<file path="src/rtl/sram_ctrl_pkg.sv">
// Shared types and helpers for the SRAM port controller and its response FIFO.
package sram_ctrl_pkg;

    typedef enum logic [1:0] {
        OP_IDLE = 2'd0,
        OP_WR   = 2'd1,
        OP_RD   = 2'd2
    } op_e;

    localparam int unsigned DEF_DATA_WIDTH = 16;
    localparam int unsigned DEF_ADDR_WIDTH = 8;

    // Bits needed to hold an occupancy value in the range 0..depth.
    function automatic int unsigned credit_width(input int unsigned depth);
        return $clog2(depth + 1);
    endfunction

endpackage

</file>
<file path="src/rtl/sram_ctrl_rsp_fifo.sv">
// Synchronous first-word-visible FIFO with occupancy output; DEPTH must be a power of two.
module sram_ctrl_rsp_fifo
    import sram_ctrl_pkg::*;
#(
    parameter int unsigned WIDTH = DEF_DATA_WIDTH,
    parameter int unsigned DEPTH = 2
) (
    input  logic                              clk_i,
    input  logic                              rst_i,
    input  logic                              push_i,
    input  logic [WIDTH-1:0]                  data_i,
    input  logic                              pop_i,
    output logic                              valid_o,
    output logic [WIDTH-1:0]                  data_o,
    output logic [credit_width(DEPTH)-1:0]    count_o
);

    localparam int unsigned AW = (DEPTH > 1) ? $clog2(DEPTH) : 1;
    localparam int unsigned CW = credit_width(DEPTH);

    logic [WIDTH-1:0] mem_q [DEPTH];
    logic [AW-1:0]    wr_ptr_q;
    logic [AW-1:0]    rd_ptr_q;
    logic [CW-1:0]    count_q;
    logic             do_pop;

    assign do_pop  = pop_i && (count_q != '0);
    assign valid_o = (count_q != '0);
    assign data_o  = mem_q[rd_ptr_q];
    assign count_o = count_q;

    // Pointer and occupancy tracking; pointers wrap naturally at the power-of-two depth.
    always_ff @(posedge clk_i or posedge rst_i) begin
        if (rst_i) begin
            wr_ptr_q <= '0;
            rd_ptr_q <= '0;
            count_q  <= '0;
        end else begin
            if (push_i) begin
                wr_ptr_q <= wr_ptr_q + 1'b1;
            end
            if (do_pop) begin
                rd_ptr_q <= rd_ptr_q + 1'b1;
            end
            case ({push_i, do_pop})
                2'b10:   count_q <= count_q + 1'b1;
                2'b01:   count_q <= count_q - 1'b1;
                default: count_q <= count_q;
            endcase
        end
    end

    // Storage array, no reset needed since occupancy gates visibility.
    always_ff @(posedge clk_i) begin
        if (push_i) begin
            mem_q[wr_ptr_q] <= data_i;
        end
    end

    a_no_overflow: assert property (@(posedge clk_i) disable iff (rst_i)
        !(push_i && !do_pop && (count_q == CW'(DEPTH))));

endmodule

</file>
<file path="src/rtl/sram_port_ctrl.sv">
// Initiator for OpenRAM single-port macro port 0: arbitrates a write stream and a
// credit-guarded read-request stream onto registered csb0/web0/addr0/din0, and returns
// read data in order through a response FIFO.
// Optional build macro SRAM_PORT_CTRL_PERF_EN adds saturating perf counters.
module sram_port_ctrl
    import sram_ctrl_pkg::*;
#(
    parameter int unsigned DATA_WIDTH = DEF_DATA_WIDTH,
    parameter int unsigned ADDR_WIDTH = DEF_ADDR_WIDTH,
    parameter int unsigned RD_LAT     = 1,
    parameter int unsigned RSP_DEPTH  = 2,
    parameter int unsigned WR_PRIO    = 1
) (
    input  logic                  clk0,
    input  logic                  rst0,
    input  logic                  wr_valid,
    output logic                  wr_ready,
    input  logic [ADDR_WIDTH-1:0] wr_addr,
    input  logic [DATA_WIDTH-1:0] wr_data,
    input  logic                  rd_req_valid,
    output logic                  rd_req_ready,
    input  logic [ADDR_WIDTH-1:0] rd_req_addr,
    output logic                  rd_rsp_valid,
    input  logic                  rd_rsp_ready,
    output logic [DATA_WIDTH-1:0] rd_rsp_data,
    output logic                  csb0,
    output logic                  web0,
    output logic [ADDR_WIDTH-1:0] addr0,
    output logic [DATA_WIDTH-1:0] din0,
    input  logic [DATA_WIDTH-1:0] dout0,
    output logic                  busy
`ifdef SRAM_PORT_CTRL_PERF_EN
    ,
    output logic [31:0]           perf_wr_cnt,
    output logic [31:0]           perf_rd_cnt,
    output logic [31:0]           perf_stall_cnt
`endif
);

    localparam int unsigned CW = credit_width(RSP_DEPTH);
    localparam int unsigned SW = CW + 3;

    op_e                   op_sel;
    logic                  rd_elig;
    logic                  credit_ok;
    logic                  rsp_pop;
    logic [SW-1:0]         outstanding;

    logic                  csb_q,  csb_d;
    logic                  web_q,  web_d;
    logic [ADDR_WIDTH-1:0] addr_q, addr_d;
    logic [DATA_WIDTH-1:0] din_q,  din_d;
    logic [RD_LAT:0]       pipe_q, pipe_d;

    logic                  fifo_valid;
    logic [DATA_WIDTH-1:0] fifo_data;
    logic [CW-1:0]         fifo_cnt;

    assign rsp_pop = fifo_valid && rd_rsp_ready;

    // Credit: reads in the capture pipe plus buffered responses, minus this cycle's pop.
    always_comb begin
        outstanding = '0;
        for (int unsigned i = 0; i <= RD_LAT; i++) begin
            outstanding = outstanding + SW'(pipe_q[i]);
        end
        outstanding = outstanding + SW'(fifo_cnt) - SW'(rsp_pop);
        credit_ok   = (outstanding < SW'(RSP_DEPTH));
    end

    // One operation per cycle; WR_PRIO decides a simultaneous request.
    always_comb begin
        op_sel       = OP_IDLE;
        rd_elig      = rd_req_valid && credit_ok;
        wr_ready     = !rst0 && !(rd_elig && (WR_PRIO == 0));
        rd_req_ready = !rst0 && credit_ok && !(wr_valid && (WR_PRIO != 0));
        if (!rst0) begin
            if (wr_valid && rd_elig) begin
                op_sel = (WR_PRIO != 0) ? OP_WR : OP_RD;
            end else if (wr_valid) begin
                op_sel = OP_WR;
            end else if (rd_elig) begin
                op_sel = OP_RD;
            end
        end
    end

    // Next port-register values and read-tracking shift.
    always_comb begin
        csb_d  = 1'b1;
        web_d  = 1'b1;
        addr_d = addr_q;
        din_d  = din_q;
        case (op_sel)
            OP_WR: begin
                csb_d  = 1'b0;
                web_d  = 1'b0;
                addr_d = wr_addr;
                din_d  = wr_data;
            end
            OP_RD: begin
                csb_d  = 1'b0;
                addr_d = rd_req_addr;
            end
            default: ;
        endcase
        pipe_d = {pipe_q[RD_LAT-1:0], (op_sel == OP_RD)};
    end

    // Registered SRAM port and in-flight read tracking; reset drops in-flight reads.
    always_ff @(posedge clk0 or posedge rst0) begin
        if (rst0) begin
            csb_q  <= 1'b1;
            web_q  <= 1'b1;
            addr_q <= '0;
            din_q  <= '0;
            pipe_q <= '0;
        end else begin
            csb_q  <= csb_d;
            web_q  <= web_d;
            addr_q <= addr_d;
            din_q  <= din_d;
            pipe_q <= pipe_d;
        end
    end

    // pipe_q[RD_LAT] marks the edge where dout0 holds the read's data.
    sram_ctrl_rsp_fifo #(
        .WIDTH (DATA_WIDTH),
        .DEPTH (RSP_DEPTH)
    ) u_rsp_fifo (
        .clk_i   (clk0),
        .rst_i   (rst0),
        .push_i  (pipe_q[RD_LAT]),
        .data_i  (dout0),
        .pop_i   (rsp_pop),
        .valid_o (fifo_valid),
        .data_o  (fifo_data),
        .count_o (fifo_cnt)
    );

    assign csb0         = csb_q;
    assign web0         = web_q;
    assign addr0        = addr_q;
    assign din0         = din_q;
    assign rd_rsp_valid = fifo_valid;
    assign rd_rsp_data  = fifo_data;
    assign busy         = (|pipe_q) || fifo_valid;

`ifdef SRAM_PORT_CTRL_PERF_EN
    logic [31:0] perf_wr_q, perf_rd_q, perf_stall_q;

    // Saturating activity counters.
    always_ff @(posedge clk0 or posedge rst0) begin
        if (rst0) begin
            perf_wr_q    <= '0;
            perf_rd_q    <= '0;
            perf_stall_q <= '0;
        end else begin
            if (wr_valid && wr_ready && (perf_wr_q != '1)) begin
                perf_wr_q <= perf_wr_q + 1'b1;
            end
            if (rd_req_valid && rd_req_ready && (perf_rd_q != '1)) begin
                perf_rd_q <= perf_rd_q + 1'b1;
            end
            if (rd_req_valid && !rd_req_ready && (perf_stall_q != '1)) begin
                perf_stall_q <= perf_stall_q + 1'b1;
            end
        end
    end

    assign perf_wr_cnt    = perf_wr_q;
    assign perf_rd_cnt    = perf_rd_q;
    assign perf_stall_cnt = perf_stall_q;
`endif

endmodule
</file>
<file path="config.mk">
export PLATFORM = sky130hd
export DESIGN_NAME = sram_port_ctrl
export DESIGN_NICKNAME = d
export VERILOG_FILES = /design/src/rtl/sram_ctrl_pkg.sv /design/src/rtl/sram_ctrl_rsp_fifo.sv /design/src/rtl/sram_port_ctrl.sv
export SDC_FILE = /design/constraint.sdc
export NUM_CORES = 1
export LEC_CHECK = 0
export BUFFER_PORTS_ARGS = -buffer_cell sky130_fd_sc_hd__buf_2
export CORE_ASPECT_RATIO = 1.1
export CORE_MARGIN = 2
export CORE_UTILIZATION = 40
export DETAILED_ROUTE_END_ITERATION = 7
export GPL_TIMING_DRIVEN = 0
export HOLD_SLACK_MARGIN = 0.05
export PLACE_DENSITY = 0.67
export SYNTH_ARGS = -nofsm -noshare
export SYNTH_HDL_FRONTEND = slang
export SYNTH_SLANG_ARGS = --single-unit
</file>
<file path="constraint.sdc">
create_clock -name clk0 -period 7.3 [get_ports clk0]
set_input_delay 1.095 -clock clk0 [delete_from_list [all_inputs] [get_ports clk0]]
set_output_delay 1.095 -clock clk0 [all_outputs]
set_load 0.01 [all_outputs]
</file>
==> impl_summary.log <==
INFO  metric status = finished clean
INFO  metric leakage = 0.00150 uW
INFO  metric via_count_of_the_first_global_routing_pass = 1755
INFO  metric worstHoldPathType = reg -> reg
INFO  metric post_cts_resize_count = 0
INFO  metric synthMuxAreaShare = 21.0%
INFO  metric area_delta_synth_final = 29.9%
INFO  metric maxCapViolations = 0
INFO  metric grt_max_degree = 35
INFO  metric post_synth_inst_count = 149
INFO  metric postCtsHoldBufs = 0
INFO  metric htreeDepth = 3
INFO  metric dominant_combinational_cell_family_by_area_after_synthesis = multiplexers
INFO  metric grt_setup_unrepaired = false
INFO  metric postRouteAntennaNets = 0
INFO  metric drt_first_pass_iters = 4
INFO  metric synth_compound_area_share = 0.193%
INFO  metric clkSinkCount = 64
INFO  metric placement.cell_area = 3180 um^2
INFO  metric yosys.cell_count.top_type = mux2_2
INFO  metric powerDensity = about 310 nW/um^2
INFO  metric floorplan.rows = 30
INFO  metric post-route-drc-count = 0
INFO  metric data_arrival_time_of_the_worst_path = approximately 3.1 ns
INFO  metric final_max_slew_viol_count = 0
INFO  metric detailedRoute.firstIterationViolations = 29
INFO  metric chipHeight = between 80 and 90 um
INFO  metric die_area = roughly 7100 um^2
INFO  metric criticalPathCategory = in -> out
INFO  metric num-fill-cells = 552
INFO  metric cp_max_stage_delay = 0.43 ns
INFO  metric synth_top_cell_area_share = 37.1%
INFO  metric antenna_found_initial = 0
INFO  metric critical_path_required = ~6.2 ns
INFO  metric detail_route.vias_per_cell = 4.63
INFO  metric fmaxAchievable = 0.240 GHz
INFO  metric post-route-period-util = 57.1%
INFO  metric list_of_cells_traversed_by_the_critical_path = buf_2, and2_1, ha_1, inv_1, ha_1, a21oi_1, inv_1, fa_1, nor2_1, and3_1, buf_2
INFO  metric timing.final.crit_period = ~4.2 ns
INFO  metric ys.warnings.count = 0
INFO  metric synth.cells.most_frequent = mux2_2 (47), edfxtp_1 (32), dfrtp_1 (30)
INFO  metric number_of_buffers_created_by_cts = 9
INFO  metric final-hold-violation-count = 0
INFO  metric synth_async_sr_flop_share = 50.0%
INFO  metric buffer_ports.inserted = 98
INFO  metric clk-insertion-delay-late = between 0.3 and 0.4 ns
INFO  metric syn-mean-instance-area = 17.4 um^2
INFO  metric slew_headroom = approximately half
INFO  metric max_clock_skew = 0.00488 ns
INFO  metric io-pin-count = 99
INFO  metric cp_top_delay_family = adder cells
INFO  metric synth-xor-area-share = just over 2%
INFO  metric clockRootBuffer = clkbuf_8
INFO  metric synth_edf_count = 32
INFO  metric synth.cell_area = 2590 um^2
INFO  metric cts_post_setup_buffers_inserted = 0
INFO  metric end_kind = output port
INFO  metric count_of_vias_placed_by_the_detailed_router = 1591
INFO  metric clk_pin_slew = 0.07 ns
INFO  metric vdd.ir_drop.worst = 0.000192 V
INFO  metric cts_buffer_depth = 2
INFO  metric coreArea = around 6200 um^2
INFO  metric grt_pass1_wl = 7460 um
INFO  metric synthAdderAreaFrac = 2.71%
INFO  metric ys.flop_type = edfxtp_1
INFO  metric ys_seq_area_share = between 60% and 70%
INFO  metric antenna_cells = 0
INFO  metric cts_tree = done
INFO  metric regArea = about 1800 um^2
INFO  metric drive_above_1_share = between 60% and 70%
INFO  metric synth.lib_cells_used.distinct = 24
INFO  metric crit_path_max_fanout = 2
INFO  metric final-setup-viol-count = 0
INFO  metric fp.dieW = 80.7 um
INFO  metric postSynthNetCount = 207
INFO  metric finish.instance_area = 3360 um^2
INFO  metric synth_area_leader_cell = edfxtp_1
INFO  metric place.detailed.hpwl = between 3000 and 4000 um
INFO  metric finalWeightedCongestion = 0.665
INFO  metric route.detailed.wl_per_inst = roughly 14 um
INFO  metric gr-total-overflow = 0
INFO  metric setup-tns-final = 0 ns
INFO  metric synth_area_leaders = edfxtp_1 (37%), dfrtp_1 (29%), mux2_2 (20%), dfstp_2 (2.0%), ha_1 (1.9%)
INFO  metric multiInputGateArea = between 700 and 800 um^2
INFO  metric number_of_synthesized_register_bits = 64
INFO  metric finish.net_count = 317
INFO  metric grt_util_all_layers = 14.2%
INFO  metric worst_path_bufs_invs = 4
INFO  metric start_util = 41.5%
INFO  metric critical_path.startpoint_type = input pin
INFO  metric synth-simple-area-share = 3.77%
INFO  metric worstMarginPinSlew = approximately 0.75 ns
INFO  metric route.final.wire_length = 4680 um
INFO  metric cpMaxStageDelayCell = fa_1
power by group:
group          switching (uW)  internal, uW  total [uW]
Sequential               27.8           440         468
Combinational             160           172         332
Clock                     135           123         257
cell usage in the layout (no fill, tap or decap):
cell type,instances
buf_4,1
clkbuf_8,9
and2_1,4
and3_1,1
or3_1,1
inv_2,1
buf_2,100
mux2_2,47
edfxtp_1,32
clkinv_2,3
nor2_1,3
ha_1,4
dfstp_2,2
nand4_4,1
clkinv_4,1
dfrtp_1,30
nand2_1,1
fa_1,1
xnor2_1,4
a21oi_1,1
inv_6,1
nand2_4,1
inv_1,6
mux2_4,1
xor2_1,2
or2_2,1
buf_6,2
clkinvlp_4,2
nor2_2,1
stage by stage:
| step | std cells | worst slack, ns | utilization, % | hold slack, ns | total power, uW |
|---|---|---|---|---|---|
| 3_3_place_gp | 327 | 3.13 | 51.0 | 0.387 | 805 |
| 5_1_grt | 344 | 2.99 | 54.0 | 0.405 | 1130 |
| 3_5_place_dp | 327 | 3.11 | 51.0 | 0.385 | 814 |
| 2_1_floorplan | 149 | 3.38 | - | 0.368 | 696 |
| 4_1_cts | 343 | 3.12 | 53.8 | 0.398 | 1080 |
| 6_report | 344 | 3.13 | 54.0 | 0.398 | 1060 |
worst paths after layout:
check / from / endpoint / slack [ns] / cells after the start
setup / recovery: rd_rsp_ready / rd_req_ready / 3.13 / 11
setup reg to reg: u_rsp_fifo.count_o[0] / addr0[0] / 4.26 / 11
min in group asynchronous: rst0 / u_rsp_fifo.wr_ptr_q / 0.89 / 2
hold reg to reg: pipe_q[0] / pipe_q[1] / 0.40 / 0
hold / removal: pipe_q[0] / pipe_q[1] / 0.40 / 0
max in group asynchronous: rst0 / din0[6] / 5.95 / 2
sequential cells by signal, summed over array words and instances (netlist names):
| name | flops |
|---|---|
| addr0 | 8 |
| csb0 | 1 |
| din0 | 16 |
| pipe_q | 2 |
| u_rsp_fifo.count_o | 2 |
| u_rsp_fifo.mem_q | 32 |
| u_rsp_fifo.rd_ptr_q | 1 |
| u_rsp_fifo.wr_ptr_q | 1 |
| web0 | 1 |
layer usage:
metal / wire length, um / up-vias / part of all wire (%) / global-route usage (%)
met2: 2170 / 72 / 46 / 23.5
met3: 510 / 7 / 11 / 6.33
met4: 90 / 0 / 1.9 / 8.78
li1: - / 753 / - / -
met5: 0 / - / 0 / 0
met1: 1910 / 759 / 41 / 14.7
cell families (layout without fill, tap and decap cells):
family                     Yosys count  count (layout)
buffers and inverters               11             126
muxes                               48              48
DFF                                 64              64
and+or+nand+nor                     14              14
adders and majority gates            5               5
AOI/OAI and AO/OA                    1               1
xor gates and xnor gates             6               6
cell type report:
cell class	instances	share of cell area [%]
sequential	64	52.5
buffer	4	0.856
tap	80	2.98
multi-input combinational	74	22.9
clock buffer	9	3.68
timing repair buffer	99	14.9
clock inverter	7	1.41
inverter	7	0.782
worst register-to-register path, cell delays in order, from the launching register on:
cell     delay (ns)
dfrtp_1        0.42
or2_2          0.33
and2_1         0.16
ha_1           0.26
inv_1          0.04
ha_1           0.25
a21oi_1        0.16
inv_1          0.07
fa_1           0.43
nor2_1         0.23
nand4_4        0.24
mux2_2         0.33
Note: power is estimated with default switching activity, not from simulation.
